[config.mk]
export PLATFORM = sky130hd
export DESIGN_NAME = spi_slave_ctrl
export DESIGN_NICKNAME = d
export VERILOG_FILES = /design/src/rtl/spi_slave_ctrl_pkg.sv /design/src/rtl/spi_slave_ctrl.sv
export SDC_FILE = /design/constraint.sdc
export NUM_CORES = 1
export LEC_CHECK = 0
export BUFFER_PORTS_ARGS = -buffer_cell sky130_fd_sc_hd__buf_4
export CORE_ASPECT_RATIO = 1.1
export CORE_MARGIN = 3
export CORE_UTILIZATION = 48
export CTS_CLUSTER_SIZE = 20
export DETAILED_ROUTE_END_ITERATION = 10
export PLACE_DENSITY = 0.76
export SLEW_MARGIN = 20
export SYNTH_ARGS = -nofsm -noshare
export SYNTH_HDL_FRONTEND = slang
export SYNTH_SLANG_ARGS = --single-unit
[constraint.sdc]
create_clock -name clk -period 2.4 [get_ports clk]
set_clock_uncertainty 0.1 [all_clocks]
set_input_delay 0.72 -clock clk [delete_from_list [all_inputs] [get_ports clk]]
set_output_delay 0.72 -clock clk [all_outputs]
set_load 0.03 [all_outputs]
[src/rtl/spi_slave_ctrl_pkg.sv]
// Shared definitions for the SPI slave front end: FSM states, command
// encodings carried in rx_data[9:8] and the default word widths.
package spi_slave_ctrl_pkg;

    localparam int DATA_W = 8;
    localparam int RX_W   = DATA_W + 2;

    typedef enum logic [2:0] {
        IDLE      = 3'd0,
        CHK_CMD   = 3'd1,
        WRITE     = 3'd2,
        READ_ADD  = 3'd3,
        READ_DATA = 3'd4
    } state_t;

    localparam logic [1:0] CMD_WR_ADDR = 2'b00;
    localparam logic [1:0] CMD_WR_DATA = 2'b01;
    localparam logic [1:0] CMD_RD_ADDR = 2'b10;
    localparam logic [1:0] CMD_RD_DATA = 2'b11;

endpackage

[src/rtl/spi_slave_ctrl.sv]
// SPI slave front end: one command-select bit, then a 10-bit word
// {cmd, payload} shifted in MSB first and handed to the RAM side as a
// single rx_valid pulse. Read data returned by the RAM is shifted out on
// MISO, MSB first, once the read-data word of the frame has completed.
module spi_slave_ctrl
    import spi_slave_ctrl_pkg::*;
#(
    parameter int DATA_W = 8
) (
    input  logic                clk,
    input  logic                rst,
    input  logic                SS_n,
    input  logic                MOSI,
    input  logic                tx_valid,
    input  logic [DATA_W-1:0]   tx_data,
    output logic                MISO,
    output logic                rx_valid,
    output logic [DATA_W+1:0]   rx_data
);

    localparam int WORD_W   = DATA_W + 2;
    localparam int RX_CNT_W = $clog2(WORD_W + 1);
    localparam int TX_CNT_W = $clog2(DATA_W + 1);

    localparam logic [RX_CNT_W-1:0] RX_FULL = RX_CNT_W'(WORD_W);
    localparam logic [RX_CNT_W-1:0] RX_LAST = RX_CNT_W'(WORD_W - 1);
    localparam logic [TX_CNT_W-1:0] TX_LEN  = TX_CNT_W'(DATA_W);

    state_t                 state_reg;
    logic [RX_CNT_W-1:0]    rx_cnt_reg;
    logic [WORD_W-1:0]      rx_data_reg;
    logic                   rx_valid_reg;
    logic                   rd_addr_seen_reg;
    logic                   tx_wait_reg;
    logic [TX_CNT_W-1:0]    tx_cnt_reg;
    logic [DATA_W-1:0]      tx_shift_reg;
    logic                   miso_reg;

    // Frame FSM with the receive shifter and the read-data serialiser.
    // The rd_addr_seen flag survives SS_n going high so a read-address
    // frame and the following read-data frame pair up across frames.
    always_ff @(posedge clk) begin
        if (rst) begin
            state_reg        <= IDLE;
            rx_cnt_reg       <= '0;
            rx_data_reg      <= '0;
            rx_valid_reg     <= 1'b0;
            rd_addr_seen_reg <= 1'b0;
            tx_wait_reg      <= 1'b0;
            tx_cnt_reg       <= '0;
            tx_shift_reg     <= '0;
            miso_reg         <= 1'b0;
        end else begin
            rx_valid_reg <= 1'b0;
            miso_reg     <= 1'b0;
            if (SS_n) begin
                // Frame ended: discard any partial word and pending read.
                state_reg   <= IDLE;
                rx_cnt_reg  <= '0;
                tx_wait_reg <= 1'b0;
                tx_cnt_reg  <= '0;
            end else begin
                // Serialiser runs independently of the receive side.
                if (tx_cnt_reg != '0) begin
                    miso_reg     <= tx_shift_reg[DATA_W-1];
                    tx_shift_reg <= {tx_shift_reg[DATA_W-2:0], 1'b0};
                    tx_cnt_reg   <= tx_cnt_reg - 1'b1;
                end
                case (state_reg)
                    IDLE: begin
                        state_reg <= CHK_CMD;
                    end
                    CHK_CMD: begin
                        if (!MOSI)
                            state_reg <= WRITE;
                        else if (rd_addr_seen_reg)
                            state_reg <= READ_DATA;
                        else
                            state_reg <= READ_ADD;
                    end
                    WRITE, READ_ADD, READ_DATA: begin
                        // Bits past the tenth are ignored until the frame ends.
                        if (rx_cnt_reg < RX_FULL) begin
                            rx_data_reg <= {rx_data_reg[WORD_W-2:0], MOSI};
                            rx_cnt_reg  <= rx_cnt_reg + 1'b1;
                            if (rx_cnt_reg == RX_LAST) begin
                                rx_valid_reg <= 1'b1;
                                if (state_reg == READ_ADD)
                                    rd_addr_seen_reg <= 1'b1;
                                if (state_reg == READ_DATA) begin
                                    rd_addr_seen_reg <= 1'b0;
                                    tx_wait_reg      <= 1'b1;
                                end
                            end
                        end
                        // Only one read word per frame is accepted.
                        if (state_reg == READ_DATA && tx_wait_reg && tx_valid) begin
                            tx_shift_reg <= tx_data;
                            tx_cnt_reg   <= TX_LEN;
                            tx_wait_reg  <= 1'b0;
                        end
                    end
                    default: begin
                        state_reg <= IDLE;
                    end
                endcase
            end
        end
    end

    assign MISO     = miso_reg;
    assign rx_valid = rx_valid_reg;
    assign rx_data  = rx_data_reg;

endmodule

# --- Word level (Yosys, flattened, before mapping) ---
# Index checks and enable logic that the tools add are counted.
word_totals:
  reg_bits: 33
  output_inout_bits: 12
  word_cells: 53
op_classes:
  add_sub_neg: 2
  n_lt_le_gt_ge: 1
  eq_ne: 5
  n_mux: 16
  bitwise: 4
  n_reduce_logical: 16
ops:
  columns: ["op", "n"]
  rows:
  - ["8-bit 2-to-1 mux", 3]
  - ["4-bit 2-to-1 mux", 3]
  - ["3-bit case mux with 3 select lines", 1]
  - ["2-bit nonzero test", 4]
  - ["1-bit 2-to-1 mux", 7]
  - ["3-bit by 2-bit == test with 1-bit output (second input constant)", 2]
  - ["3-bit 2-to-1 mux", 2]
  - ["3-bit OR reduction", 2]
  - ["5-bit AND reduction", 1]
  - ["4-bit by 1-bit adder with 4-bit output (second input constant)", 1]
  - ["4-bit == test (second input constant)", 1]
  - ["4-bit < comparator (second input constant)", 1]
  - ["1-bit NOT", 4]
  - ["4-bit AND reduction", 1]
  - ["4-bit nonzero test", 1]
  - ["4-bit OR reduction", 1]
  - ["4-bit by 1-bit subtractor with 4-bit output (second input constant)", 1]
  - ["3-bit by 1-bit == test with 1-bit output (second input constant)", 1]
  - ["3-bit == test (second input constant)", 1]
  - ["3-bit logical NOT", 1]
  - ["3-bit AND reduction", 1]
  - ["1-bit logical AND", 2]
  - ["2-bit AND reduction", 1]
  - ["2-bit OR reduction", 1]

# --- Depth between registers and ports, before layout ---
# Gate-level depths: netlist of the first run.
depth:
  depth_word: 5
  ltp_mapped: 7
  ltp_nobuf: 5

# --- Worst setup path before layout of the first run ---
# OpenSTA, ideal clock, no wires.
synth_path:
  kind: "input to register"
  from: "input SS_n"
  to: "register rx_data_reg[5] (netlist: rx_data[5])"
  t_arrival_ps: 1678
  required_ps: 2228
  setup_slack_ps: 550
  stages: 5
  path_buffers: 2
  cell_sequence: "clkbuf_1 > clkbuf_1 > inv_1 > o211ai_1 > mux2i_1"
synth_via:
  elab_chain_len: 2
synth_lines:
  columns: ["element", "line", "source"]
  rows:
  - ["from (decl)", "spi_slave_ctrl.sv:12", "input logic SS_n,"]
  - ["1-bit NOT (no source line)", null, null]
  - ["3-bit AND reduction (no source line)", null, null]
  - ["to (signal assigned)", "spi_slave_ctrl.sv:84", "rx_data_reg <= {rx_data_reg[WORD_W-2:0], MOSI};"]
  - ["to (decl)", "spi_slave_ctrl.sv:31", "logic [WORD_W-1:0] rx_data_reg;"]
# Every way passes these cells.
# A chain may end at the register's enable or synchronous reset.

# --- Worst setup path in the final report of the first run ---
layout_path:
  from: "register state_reg[2]"
  to: "register rx_data_reg[1] (netlist: rx_data[1])"
layout_via:
  elab_chain_len: 3
layout_lines:
  columns: ["element", "line", "source"]
  rows:
  - ["from (decl)", "spi_slave_ctrl.sv:29", "state_t state_reg;"]
  - ["from (signal assigned)", "spi_slave_ctrl.sv:44", "state_reg <= IDLE;"]
  - ["from (signal assigned)", "spi_slave_ctrl.sv:58", "state_reg <= IDLE;"]
  - ["from (signal assigned)", "spi_slave_ctrl.sv:71", "state_reg <= CHK_CMD;"]
  - ["3-bit by 2-bit == test with 1-bit output or 3-bit == test (tied branches)", "spi_slave_ctrl.sv:69", "case (state_reg)"]
  - ["3-bit OR reduction *", "spi_slave_ctrl.sv:69", null]
  - ["3-bit AND reduction (no source line) *", null, null]
# Mark *: on every way between the ends. The rest lies on a longest branch, timed or not.

==> results.md, run 1 <==
| Metric | Value | Unit |
|---|---|---|
| Final hold violations | 0 | - |
| Number of search-and-repair iterations in the first detailed-routing pass | 4 | - |
| Crit-path cells | or3b_1 > a211oi_4 > mux2i_1 | - |
| CP Capture Type | register | - |
| Switching power | 444.7 | µW |
| Net total in the final layout | 207 | - |
| Leading register cell type out of synthesis | sky130_fd_sc_hd__dfxtp_1 | - |
| Post-cts hold buffer count | 0 | - |
| Final global-route overflow total | 0 | - |
| Part of the power in registers | 42.9 | % |
| Transition time at the pin with the least slew margin | 0.6062 | ns |
| Area of combinational cells with multiple inputs | 887.1 | µm² |
| Run status | finished clean | - |
| Cell type with the largest total area after synthesis | sky130_fd_sc_hd__dfxtp_1 | - |
| Count of input and output buffers | 24 | - |
| Clock tree from TritonCTS | built | - |
| Clock latency on the worst-skew pair | 0.34 | ns |
| Relative slew slack | 59.59 | % |
| Antenna violations before repair | 0 | - |
| Post-synthesis cell area | 1639 | µm² |
| Synth unique cells | 38 | - |
| Critical register-to-register path endpoint | rx_data[1] | - |
| Placed Cells incl. Taps | 218 | - |
| Final critical path time including I/O delays and setup | 2.021 | ns |
| Kind of critical path | reg2reg | - |
| Mean Syn Cell Area | 9.642 | µm² |
| Hold Path Depth | 2 | - |
| Switching part of the total power | 30.58 | % |
| Final WS setup | 0.3786 | ns |
| Total setup buffers inserted after CTS | 0 | - |
| Slowest stage cell on the critical path | sky130_fd_sc_hd__a211oi_4 | - |
| Post-synthesis cell count | 170 | - |
| Register Area | 660.6 | µm² |
| Timing startpoint of the critical path | state_reg[2] | - |
| TritonCTS Buffers | 5 | - |
| Critical register-to-register path startpoint | state_reg[2] | - |
| Power density of the placed cells | 768.6 | nW/µm² |
| Initial core utilization | 51.98 | % |
| Overall die height | 67.29 | µm |
| Global-route wire length before repair | 5768 | µm |
| Share of the yosys chip area belonging to registers | 40.31 | % |
| Total number of vias | 1,294 | - |
| Initial DRC count | 42 | - |
| Critical path peak fanout | 10 | - |
| CP arrival | 2.20 | ns |
| Clock transition at path regs | 0.11 | ns |
| FF-to-FF setup slack | 0.38 | ns |
| Share of total power in combinational logic | 27.9 | % |
| Yosys reg bits | 33 | - |
| H-tree lvl count | 2 | - |
| Portion of total power attributed to the clock network | 29.3 | % |
| Final TNS setup | 0 | ns |
| Total length of routed wires | 3344 | µm |
| Final non-filler cell total | 226 | - |
| Number of placement rows | 21 | - |
| Int Power | 1.009 | mW |
| Vias in the first global route | 1,281 | - |
| Last element of the critical path | rx_data[1] | - |
| Worst slack at placement | 0.4006 | ns |
| Share of post-route cells with drive strength above 1 | 21.88 | % |
| Unrepaired setup endpoints after global routing | no | - |
| Pin count of the biggest net entering global routing | 31 | - |
| Remaining DRCs | 0 | - |
| Startpoint types | register | - |
| Hold/Removal Path Class | reg2reg | - |
| Aggregate global-route resource usage | 18.74 | % |
| Cell at the root of the clock tree | sky130_fd_sc_hd__clkbuf_4 | - |
| Area share of the largest cell type after synthesis | 40.31 | % |
| Buffers from clock root to sink, at most | 2 | - |
| Number of gates given a new drive strength after cts | 0 | - |
| Die Outline Area | 4153 | µm² |
| Detailed-route wire length per cell | 14.80 | µm |
| Fill count | 282 | - |
| Number of vias per cell | 5.726 | - |
| Count of pins on the block boundary | 25 | - |
| CTS sink count | 33 | - |
| Post-synth EDFFs | 0 | - |
| Core Region | 3153 | µm² |
| Area growth from synthesis to layout | 15.42 | % |
| Synthesized net count | 186 | - |
| Max Cap Viol | 0 | - |
| Commonest non-fill, non-tap cell in the layout | sky130_fd_sc_hd__dfxtp_1 | - |
| Fraction of synthesis flops using an asynchronous set or reset pin | 0 | % |
| Ranking of synthesized cells by area | sky130_fd_sc_hd__dfxtp_1 (40%), sky130_fd_sc_hd__mux2i_1 (12%), sky130_fd_sc_hd__nand2b_1 (7.3%), sky130_fd_sc_hd__o41ai_1 (3.7%), sky130_fd_sc_hd__a211oi_1 (3.7%) | - |
| Highest ir drop seen on vdd | 0.5585 | mV |
| Leading cell types in the layout, fill and taps excluded | sky130_fd_sc_hd__dfxtp_1 (33), sky130_fd_sc_hd__buf_4 (25), sky130_fd_sc_hd__mux2i_1 (20) | - |
| DP Wirelength | 2356 | µm |
| Fin crit share | 84.22 | % |
| N_diodes | 0 | - |
| Standby leakage power | 0.7282 | nW |
| Remaining antenna violation count | 0 | - |
| Maximum single-stage delay on the critical path | 0.57 | ns |
| Max Clk Rate | 494.7 | MHz |
| Final weighted congestion in routability-driven placement | 0.8218 | - |
| R2r worst-path depth | 3 | - |
| Synthesis Warnings | 0 | - |
| Setup violators final | 0 | - |
| Horizontal extent of the die | 61.72 | µm |
| Pins Over Slew Limit | 0 | - |
| Max reg flops | 10 | - |
| Required time of the critical path | 2.58 | ns |
==> cells in the mapped netlist, drive strengths merged, types with 3 or more instances <==
cell type	count
nor2	4
nand2b	19
nor3	7
ha	3
a211oi	9
buf	4
clkbuf	7
inv	8
dfxtp	33
nand2	5
o211ai	3
o41ai	7
or2	8
a21oi	6
and3	3
mux2i	20
==> critical path, delay by kind of cell, from the launching register on <==
kind	cells	cell delay (ns)
AO/OA/AOI/OAI	1	0.57
AND/OR/NAND/NOR	1	0.56
flip-flops	1	0.47
multiplexers	1	0.25
==> layer usage <==
layer | GRT usage, % | share of wire (%) | vias up
li1 | - | - | 663
met1 | 23.42 | 46 | 597
met2 | 29.32 | 47 | 30
met3 | 6.119 | 5.0 | 4
met4 | 7.692 | 1.7 | 0
met5 | 0 | 0 | -
==> cells by family (layout without fill, tap and decap cells) <==
kind of cell    after synthesis  count (layout)  synth area share, %
flops                        33              33                40.31
buf+inv                      19              41                5.573
compound gates               35              35                17.02
simple gates                 58              58                21.53
fa+ha+maj                     3               3                2.290
mux                          20              20                12.21
xor+xnor                      2               2                1.069
==> power groups by stage <==
stage                     sequential [mW]  combinational [mW]  clock, mW
after floorplan                     0.627               0.352          0
final                               0.623               0.405      0.426
after CTS                           0.624               0.405      0.436
after global routing                0.630               0.446      0.460
after global placement              0.632               0.389          0
after detailed placement            0.636               0.402          0
==> cell type report <==
type,instances,area share [%]
multi-input combinational,118,46.89
clock buffer,5,1.984
sequential,33,34.92
inverter,8,1.587
timing repair buffer,25,9.921
clock inverter,3,2.447
tap,34,2.249
==> stage by stage <==
| stage | total power [mW] | cell area [µm²] | utilization [%] | hold slack [ns] |
|---|---|---|---|---|
| 5_1_grt | 1.536 | 1892 | 60.00 | 0.4315 |
| 6_report | 1.454 | 1892 | 60.00 | 0.3892 |
| 4_1_cts | 1.465 | 1892 | 60.00 | 0.3921 |
| 3_3_place_gp | 1.021 | 1808 | 57.34 | 0.3668 |
| 3_5_place_dp | 1.038 | 1808 | 57.34 | 0.3699 |
| 2_1_floorplan | 0.9790 | 1639 | - | 0.3655 |
==> how the worst min path moves through the flow <==
stage                                from          to
final                          rx_data[9]  rx_data[9]
after global routing           rx_data[9]  rx_data[9]
after CTS                      rx_data[9]  rx_data[9]
after detailed placement       rx_data[9]  rx_data[9]
after global placement         rx_data[9]  rx_data[9]
after floorplan           tx_shift_reg[7]        MISO
Power figures use the tool's default switching activity.
==> run 2, diff against run 1 <==
==> constraint.sdc (replaced) <==
create_clock -name clk -period 1.97 [get_ports clk]
set_clock_uncertainty 0.1 [all_clocks]
set_input_delay 0.591 -clock clk [delete_from_list [all_inputs] [get_ports clk]]
set_output_delay 0.591 -clock clk [all_outputs]
set_load 0.03 [all_outputs]
==> run 2 against run 1 <==
Cell area grew 1.8%. Register-to-register slack worse by 0.22 ns. Power increased by 21%. Clock power about the same. Core utilization grew 1.1 points. Maximum frequency up 11%. Sequential power up 22%. Global-route usage decreased by 0.20 points. Sequential share of layout area fell by 0.61 points. Hold slack got worse by 0.012 ns. Sequential cell count did not move. Routed wire length stayed put. Critical path type unchanged. Highest routed layer unchanged.
==> results.md, run 2 (synthesized netlist as in run 1, its figures left out) <==
| Metric | Value | Unit | Delta |
|---|---|---|---|
| Total length of routed wires | 3344 | µm | unchanged |
| Total number of vias | 1,329 | - | +2.7% |
| Transition time at the pin with the least slew margin | 0.5196 | ns | -0.08659 ns |
| Final instance area | 1926 | µm² | +1.8% |
| Placed standard-cell area | 1853 | µm² | +2.5% |
| Clock transition at path regs | 0.10 | ns | about the same |
| Number of search-and-repair iterations in the first detailed-routing pass | 4 | - | unchanged |
| Core occupancy in the finished layout | 61.07 | % | +1.1 points |
| Remaining antenna violation count | 0 | - | unchanged |
| Run status | finished clean | - |  |
| DP Wirelength | 2453 | µm | +4.1% |
| Area of combinational cells with multiple inputs | 889.6 | µm² | +0.28% |
| Area growth from synthesis to layout | 17.48 | % |  |
| Core Region | 3153 | µm² | unchanged |
| Final critical path time including I/O delays and setup | 1.815 | ns | -0.2062 ns |
| Standby leakage power | 0.7566 | nW | +3.9% |
| Number of placement rows | 21 | - | unchanged |
| Final weighted congestion in routability-driven placement | 0.8349 | - | +1.6% |
| N_diodes | 0 | - | unchanged |
| Initial core utilization | 51.98 | % | unchanged |
| Critical path peak fanout | 10 | - | unchanged |
| Highest ir drop seen on vdd | 0.4217 | mV | -24% |
| Clock tree from TritonCTS | built | - |  |
| Leading cell types in the layout, fill and taps excluded | sky130_fd_sc_hd__dfxtp_1 (33), sky130_fd_sc_hd__buf_4 (31), sky130_fd_sc_hd__mux2i_1 (20) | - |  |
| Global-route wire length before repair | 5802 | µm | +0.59% |
| Horizontal extent of the die | 61.72 | µm | unchanged |
| Commonest non-fill, non-tap cell in the layout | sky130_fd_sc_hd__dfxtp_1 | - |  |
| Pins Over Slew Limit | 0 | - | unchanged |
| H-tree lvl count | 2 | - | unchanged |
| Number of vias per cell | 5.728 | - | about the same |
| Net total in the final layout | 213 | - | +2.9% |
| Count of input and output buffers | 24 | - | unchanged |
| Final global-route overflow total | 0 | - | unchanged |
| Count of pins on the block boundary | 25 | - | unchanged |
| Overall die height | 67.29 | µm | unchanged |
| Max reg flops | 10 | - | unchanged |
| CTS sink count | 33 | - | unchanged |
| Antenna violations before repair | 0 | - | unchanged |
| Relative slew slack | 64.89 | % | +5.3 points |
| Share of post-route cells with drive strength above 1 | 24.75 | % | +2.9 points |
| Fin crit share | 92.14 | % | +7.9 points |
| Register Area | 660.6 | µm² | unchanged |
| Max Cap Viol | 0 | - | unchanged |
| Pin count of the biggest net entering global routing | 31 | - | unchanged |
| Detailed-route wire length per cell | 14.41 | µm | -2.6% |
| Cell at the root of the clock tree | sky130_fd_sc_hd__clkbuf_4 | - |  |
| Startpoint types | register | - |  |
| Required time of the critical path | 2.13 | ns | -0.45 ns |
| Total setup buffers inserted after CTS | 0 | - | unchanged |
| Initial DRC count | 86 | - | +100% |
| Vias in the first global route | 1,304 | - | +1.8% |
| Max Clk Rate | 550.9 | MHz | +11% |
| CP arrival | 1.98 | ns | -0.22 ns |
| Buffers from clock root to sink, at most | 2 | - | unchanged |
| Hold/Removal Path Class | in2reg | - |  |
| Kind of critical path | reg2reg | - |  |
| Clock latency on the worst-skew pair | 0.32 | ns | -0.02 ns |
| Fill count | 283 | - | +0.35% |
| Post-cts hold buffer count | 0 | - | unchanged |
| Power density of the placed cells | 912.0 | nW/µm² | +19% |
| CP Capture Type | register | - |  |
| Unrepaired setup endpoints after global routing | no | - |  |
| Die Outline Area | 4153 | µm² | unchanged |
| Number of gates given a new drive strength after cts | 0 | - | unchanged |
| TritonCTS Buffers | 5 | - | unchanged |
| Remaining DRCs | 0 | - | unchanged |
| Final TNS setup | 0 | ns | unchanged |
| Aggregate global-route resource usage | 18.54 | % | -0.20 points |
| Setup violators final | 0 | - | unchanged |
| Final hold violations | 0 | - | unchanged |
run 2: changes by cell type in the layout (fill, tap and decap cells not counted):
cell	before	now
sky130_fd_sc_hd__buf_4	25	31
sky130_fd_sc_hd__clkinvlp_4	1	0
sky130_fd_sc_hd__or3b_1	2	1
sky130_fd_sc_hd__bufinv_16	1	0
sky130_fd_sc_hd__clkinv_4	1	0
sky130_fd_sc_hd__or3b_4	0	1
sky130_fd_sc_hd__clkbuf_8	0	2
sky130_fd_sc_hd__clkinv_2	0	1
run 2: power by group:
part	total [mW]	internal (mW)	leakage [nW]	switching [mW]
registers	0.759	0.720	0.266	0.0396
clock network	0.428	0.207	0.0413	0.221
logic	0.569	0.309	0.449	0.260
total	1.76	1.24	0.757	0.521
run 2: metal layers:
metal | global-route usage [%] | share of wire, % | vias up
met5 | 0 | 0 | -
met4 | 8.488 | 1.6 | 0
met3 | 3.824 | 3.9 | 7
met2 | 30.63 | 50 | 29
met1 | 22.69 | 45 | 616
li1 | - | - | 677
run 2: cell type report:
type | instances | share of cell area, %
multi-input cells | 118 | 46.20
flip-flops and latches | 33 | 34.31
inverters | 8 | 1.559
clock inverters | 1 | 0.2599
clock buffers | 7 | 3.379
repair buffers | 31 | 12.09
well taps | 34 | 2.209
run 2: path summary, 6_finish.rpt:
kind / startpoint / to / slack, ns / depth (start not counted)
setup reg to reg: state_reg[0] / rx_data[8] / 0.15 / 4
hold reg to reg: rx_data[9] / rx_data[9] / 0.40 / 2
setup / recovery: state_reg[0] / rx_data[8] / 0.15 / 4
hold / removal: rst / tx_shift_reg[0] / 0.38 / 2
run 2: metrics by stage:
stage	setup slack [ns]	instances	total power [mW]	hold WS, ns
after floorplan	0.2139	170	1.193	0.3655
after global placement	0.1578	224	1.298	0.3656
after detailed placement	0.1354	224	1.317	0.3877
after CTS	0.1088	232	1.749	0.3631
after global routing	0.01852	232	1.869	0.3599
final	0.1549	232	1.756	0.3771
run 2: critical path, cell delays in order, from the launching register on:
cell and delay, ns:
sky130_fd_sc_hd__dfxtp_1 0.38, sky130_fd_sc_hd__or3b_1 0.60, sky130_fd_sc_hd__a211oi_4 0.26, sky130_fd_sc_hd__buf_4 0.22, sky130_fd_sc_hd__mux2i_1 0.20
==> run 3, diff against run 2 <==
--- a/config.mk
+++ b/config.mk
@@ -6,12 +6,14 @@
 export NUM_CORES = 1
 export LEC_CHECK = 0
 export BUFFER_PORTS_ARGS = -buffer_cell sky130_fd_sc_hd__buf_4
+export CELL_PAD_IN_SITES_DETAIL_PLACEMENT = 0
+export CELL_PAD_IN_SITES_GLOBAL_PLACEMENT = 1
 export CORE_ASPECT_RATIO = 1.1
 export CORE_MARGIN = 3
-export CORE_UTILIZATION = 48
+export CORE_UTILIZATION = 43
 export CTS_CLUSTER_SIZE = 20
 export DETAILED_ROUTE_END_ITERATION = 10
-export PLACE_DENSITY = 0.76
+export PLACE_DENSITY = 0.85
 export SLEW_MARGIN = 20
 export SYNTH_ARGS = -nofsm -noshare
 export SYNTH_HDL_FRONTEND = slang
==> constraint.sdc (replaced) <==
create_clock -name clk -period 1.97 [get_ports clk]
set_clock_uncertainty 0.1 [all_clocks]
set_input_delay 0.197 -clock clk [delete_from_list [all_inputs] [get_ports clk]]
set_output_delay 0.197 -clock clk [all_outputs]
set_load 0.03 [all_outputs]
==> run 3 against run 2 <==
Power fell by 6.0%. Highest routed layer unchanged. Clock power fell by 10%. Sequential power barely moved. Sequential cell count did not move. Count of clock-buffer cells in the layout did not move. Global-route usage fell by 2.1 points. Critical endpoint is now tx_shift_reg[5]. Via count fell by 0.60%.
==> results.md, run 3 (synthesized netlist as in run 1, its figures left out) <==
| Metric | Value | Unit | Delta |
|---|---|---|---|
| TritonCTS Buffers | 5 | - | unchanged |
| Share of post-route cells with drive strength above 1 | 23.20 | % | -1.6 points |
| Overall die height | 70.76 | µm | +5.1% |
| Remaining antenna violation count | 0 | - | unchanged |
| Net total in the final layout | 210 | - | -1.4% |
| Clock tree from TritonCTS | built | - |  |
| Aggregate global-route resource usage | 16.45 | % | -2.1 points |
| Number of vias per cell | 5.459 | - | -4.7% |
| Vias in the first global route | 1,316 | - | +0.92% |
| Cell at the root of the clock tree | sky130_fd_sc_hd__clkbuf_4 | - |  |
| Core occupancy in the finished layout | 54.58 | % | -6.5 points |
| Buffers from clock root to sink, at most | 2 | - | unchanged |
| Total length of routed wires | 3467 | µm | +3.7% |
| Critical path peak fanout | 10 | - | unchanged |
| Standby leakage power | 0.7328 | nW | -3.1% |
| Global-route wire length before repair | 6016 | µm | +3.7% |
| Leading cell types in the layout, fill and taps excluded | sky130_fd_sc_hd__dfxtp_1 (33), sky130_fd_sc_hd__buf_4 (28), sky130_fd_sc_hd__mux2i_1 (20) | - |  |
| Worst Hold Margin | 0.08425 | ns | -0.2929 ns |
| Horizontal extent of the die | 64.87 | µm | +5.1% |
| Setup violators final | 0 | - | unchanged |
| Relative slew slack | 66.20 | % | +1.3 points |
| Remaining DRCs | 0 | - | unchanged |
| Power density of the placed cells | 864.7 | nW/µm² | -5.2% |
| Pins Over Slew Limit | 0 | - | unchanged |
| Final TNS setup | 0 | ns | unchanged |
| Final critical path time including I/O delays and setup | 1.800 | ns | -0.01542 ns |
| DP Wirelength | 2457 | µm | +0.15% |
| CP Capture Type | register | - |  |
| Final global-route overflow total | 0 | - | unchanged |
| Transition time at the pin with the least slew margin | 0.5002 | ns | -0.01942 ns |
| CP arrival | 1.90 | ns | -0.08 ns |
| Slowest stage cell on the critical path | sky130_fd_sc_hd__dfxtp_1 | - |  |
| FF-to-FF setup slack | 0.17 | ns | +0.02 ns |
| Max reg flops | 10 | - | unchanged |
| Pin count of the biggest net entering global routing | 31 | - | unchanged |
| Run status | finished clean | - |  |
| CTS sink count | 33 | - | unchanged |
| Initial core utilization | 46.89 | % | -5.1 points |
| Kind of critical path | reg2reg | - |  |
| R2r worst-path depth | 4 | - | unchanged |
| Count of pins on the block boundary | 25 | - | unchanged |
| Detailed-route wire length per cell | 14.33 | µm | -0.61% |
| Count of input and output buffers | 24 | - | unchanged |
| Die Outline Area | 4590 | µm² | +11% |
| Core Region | 3496 | µm² | +11% |
| Total number of vias | 1,321 | - | -0.60% |
| Number of placement rows | 22 | - | +4.8% |
| Antenna violations before repair | 0 | - | unchanged |
| Highest ir drop seen on vdd | 0.4300 | mV | +2.0% |
| Number of search-and-repair iterations in the first detailed-routing pass | 4 | - | unchanged |
| Post-cts hold buffer count | 0 | - | unchanged |
| Final hold violations | 0 | - | unchanged |
| Hold/Removal Path Class | in2reg | - |  |
| Clock latency on the worst-skew pair | 0.33 | ns | about the same |
| N_diodes | 0 | - | unchanged |
| Hold Path Depth | 3 | - | +1 |
| H-tree lvl count | 2 | - | unchanged |
| Clock transition at path regs | 0.10 | ns | about the same |
| Crit-path cells | or3b_4 > buf_4 > o41ai_1 > a211oi_1 | - |  |
| Total setup buffers inserted after CTS | 0 | - | unchanged |
| Maximum single-stage delay on the critical path | 0.49 | ns | -0.11 ns |
| Initial DRC count | 86 | - | unchanged |
| Max Clk Rate | 555.6 | MHz | +0.86% |
| Fin crit share | 91.36 | % | -0.78 points |
| Startpoint types | register | - |  |
| Required time of the critical path | 2.07 | ns | -0.06 ns |
| Area growth from synthesis to layout | 16.41 | % |  |
| Max Cap Viol | 0 | - | unchanged |
| Commonest non-fill, non-tap cell in the layout | sky130_fd_sc_hd__dfxtp_1 | - |  |
| Unrepaired setup endpoints after global routing | no | - |  |
| Final weighted congestion in routability-driven placement | 0.7468 | - | -11% |
run 3: cell count changes in the layout (fill, tap and decap cells not counted), sizes merged:
| cell | previous run | this run |
|---|---|---|
| buf | 31 | 28 |
| clkinv | 1 | 0 |
run 3: layer usage:
layer  share of wire, %  global-route usage [%]
met1                 44                   19.86
met2                 49                   27.50
met3                5.7                   5.556
met4               0.61                   4.930
met5                  0                       0
run 3: final timing paths:
kind	startpoint	endpoint
worst max-delay path	state_reg[2]	tx_shift_reg[5]
worst min-delay path	MOSI	rx_data[0]
worst max register to register	state_reg[2]	tx_shift_reg[5]
worst min register to register	rx_data[0]	rx_data[1]
run 3: metrics by stage:
| step | cells | setup WS [ns] | instance area (µm²) | total power [mW] |
|---|---|---|---|---|
| 4_1_cts | 242 | 0.08383 | 1906 | 1.671 |
| 3_3_place_gp | 235 | 0.1339 | 1848 | 1.245 |
| 5_1_grt | 242 | 0.01044 | 1908 | 1.770 |
| 3_5_place_dp | 235 | 0.0002767 | 1848 | 1.259 |
| 6_report | 242 | 0.1703 | 1908 | 1.650 |
| 2_1_floorplan | 170 | 0.2139 | 1639 | 1.193 |
run 3: layout make-up:
cell class / count / area (µm²)
Clock buffer: 7 / 55.05
Inverter: 8 / 30.03
Multi-Input combinational cell: 118 / 892.1
Fill cell: 327 / 1588
Sequential cell: 33 / 660.6
Tap cell: 48 / 60.06
Timing Repair Buffer: 28 / 210.2
run 3: worst max-delay path, delay by kind of cell, from the launching register on:
family,cells,cell delay [ns]
buffers and inverters,1,0.18
DFF,1,0.49
and+or+nand+nor,1,0.48
AOI/OAI and AO/OA,2,0.42
run 3: power breakdown:
group	internal (mW)	total (mW)	switching, mW
logic	0.258	0.507	0.249
clock network	0.168	0.385	0.216
registers	0.720	0.758	0.0385
run 3: timing repair:
item,in CTS,in global routing
resized for setup,1,1
endpoints found under the hold margin,0,0
pin swaps,0,0
setup endpoints to repair,1,1
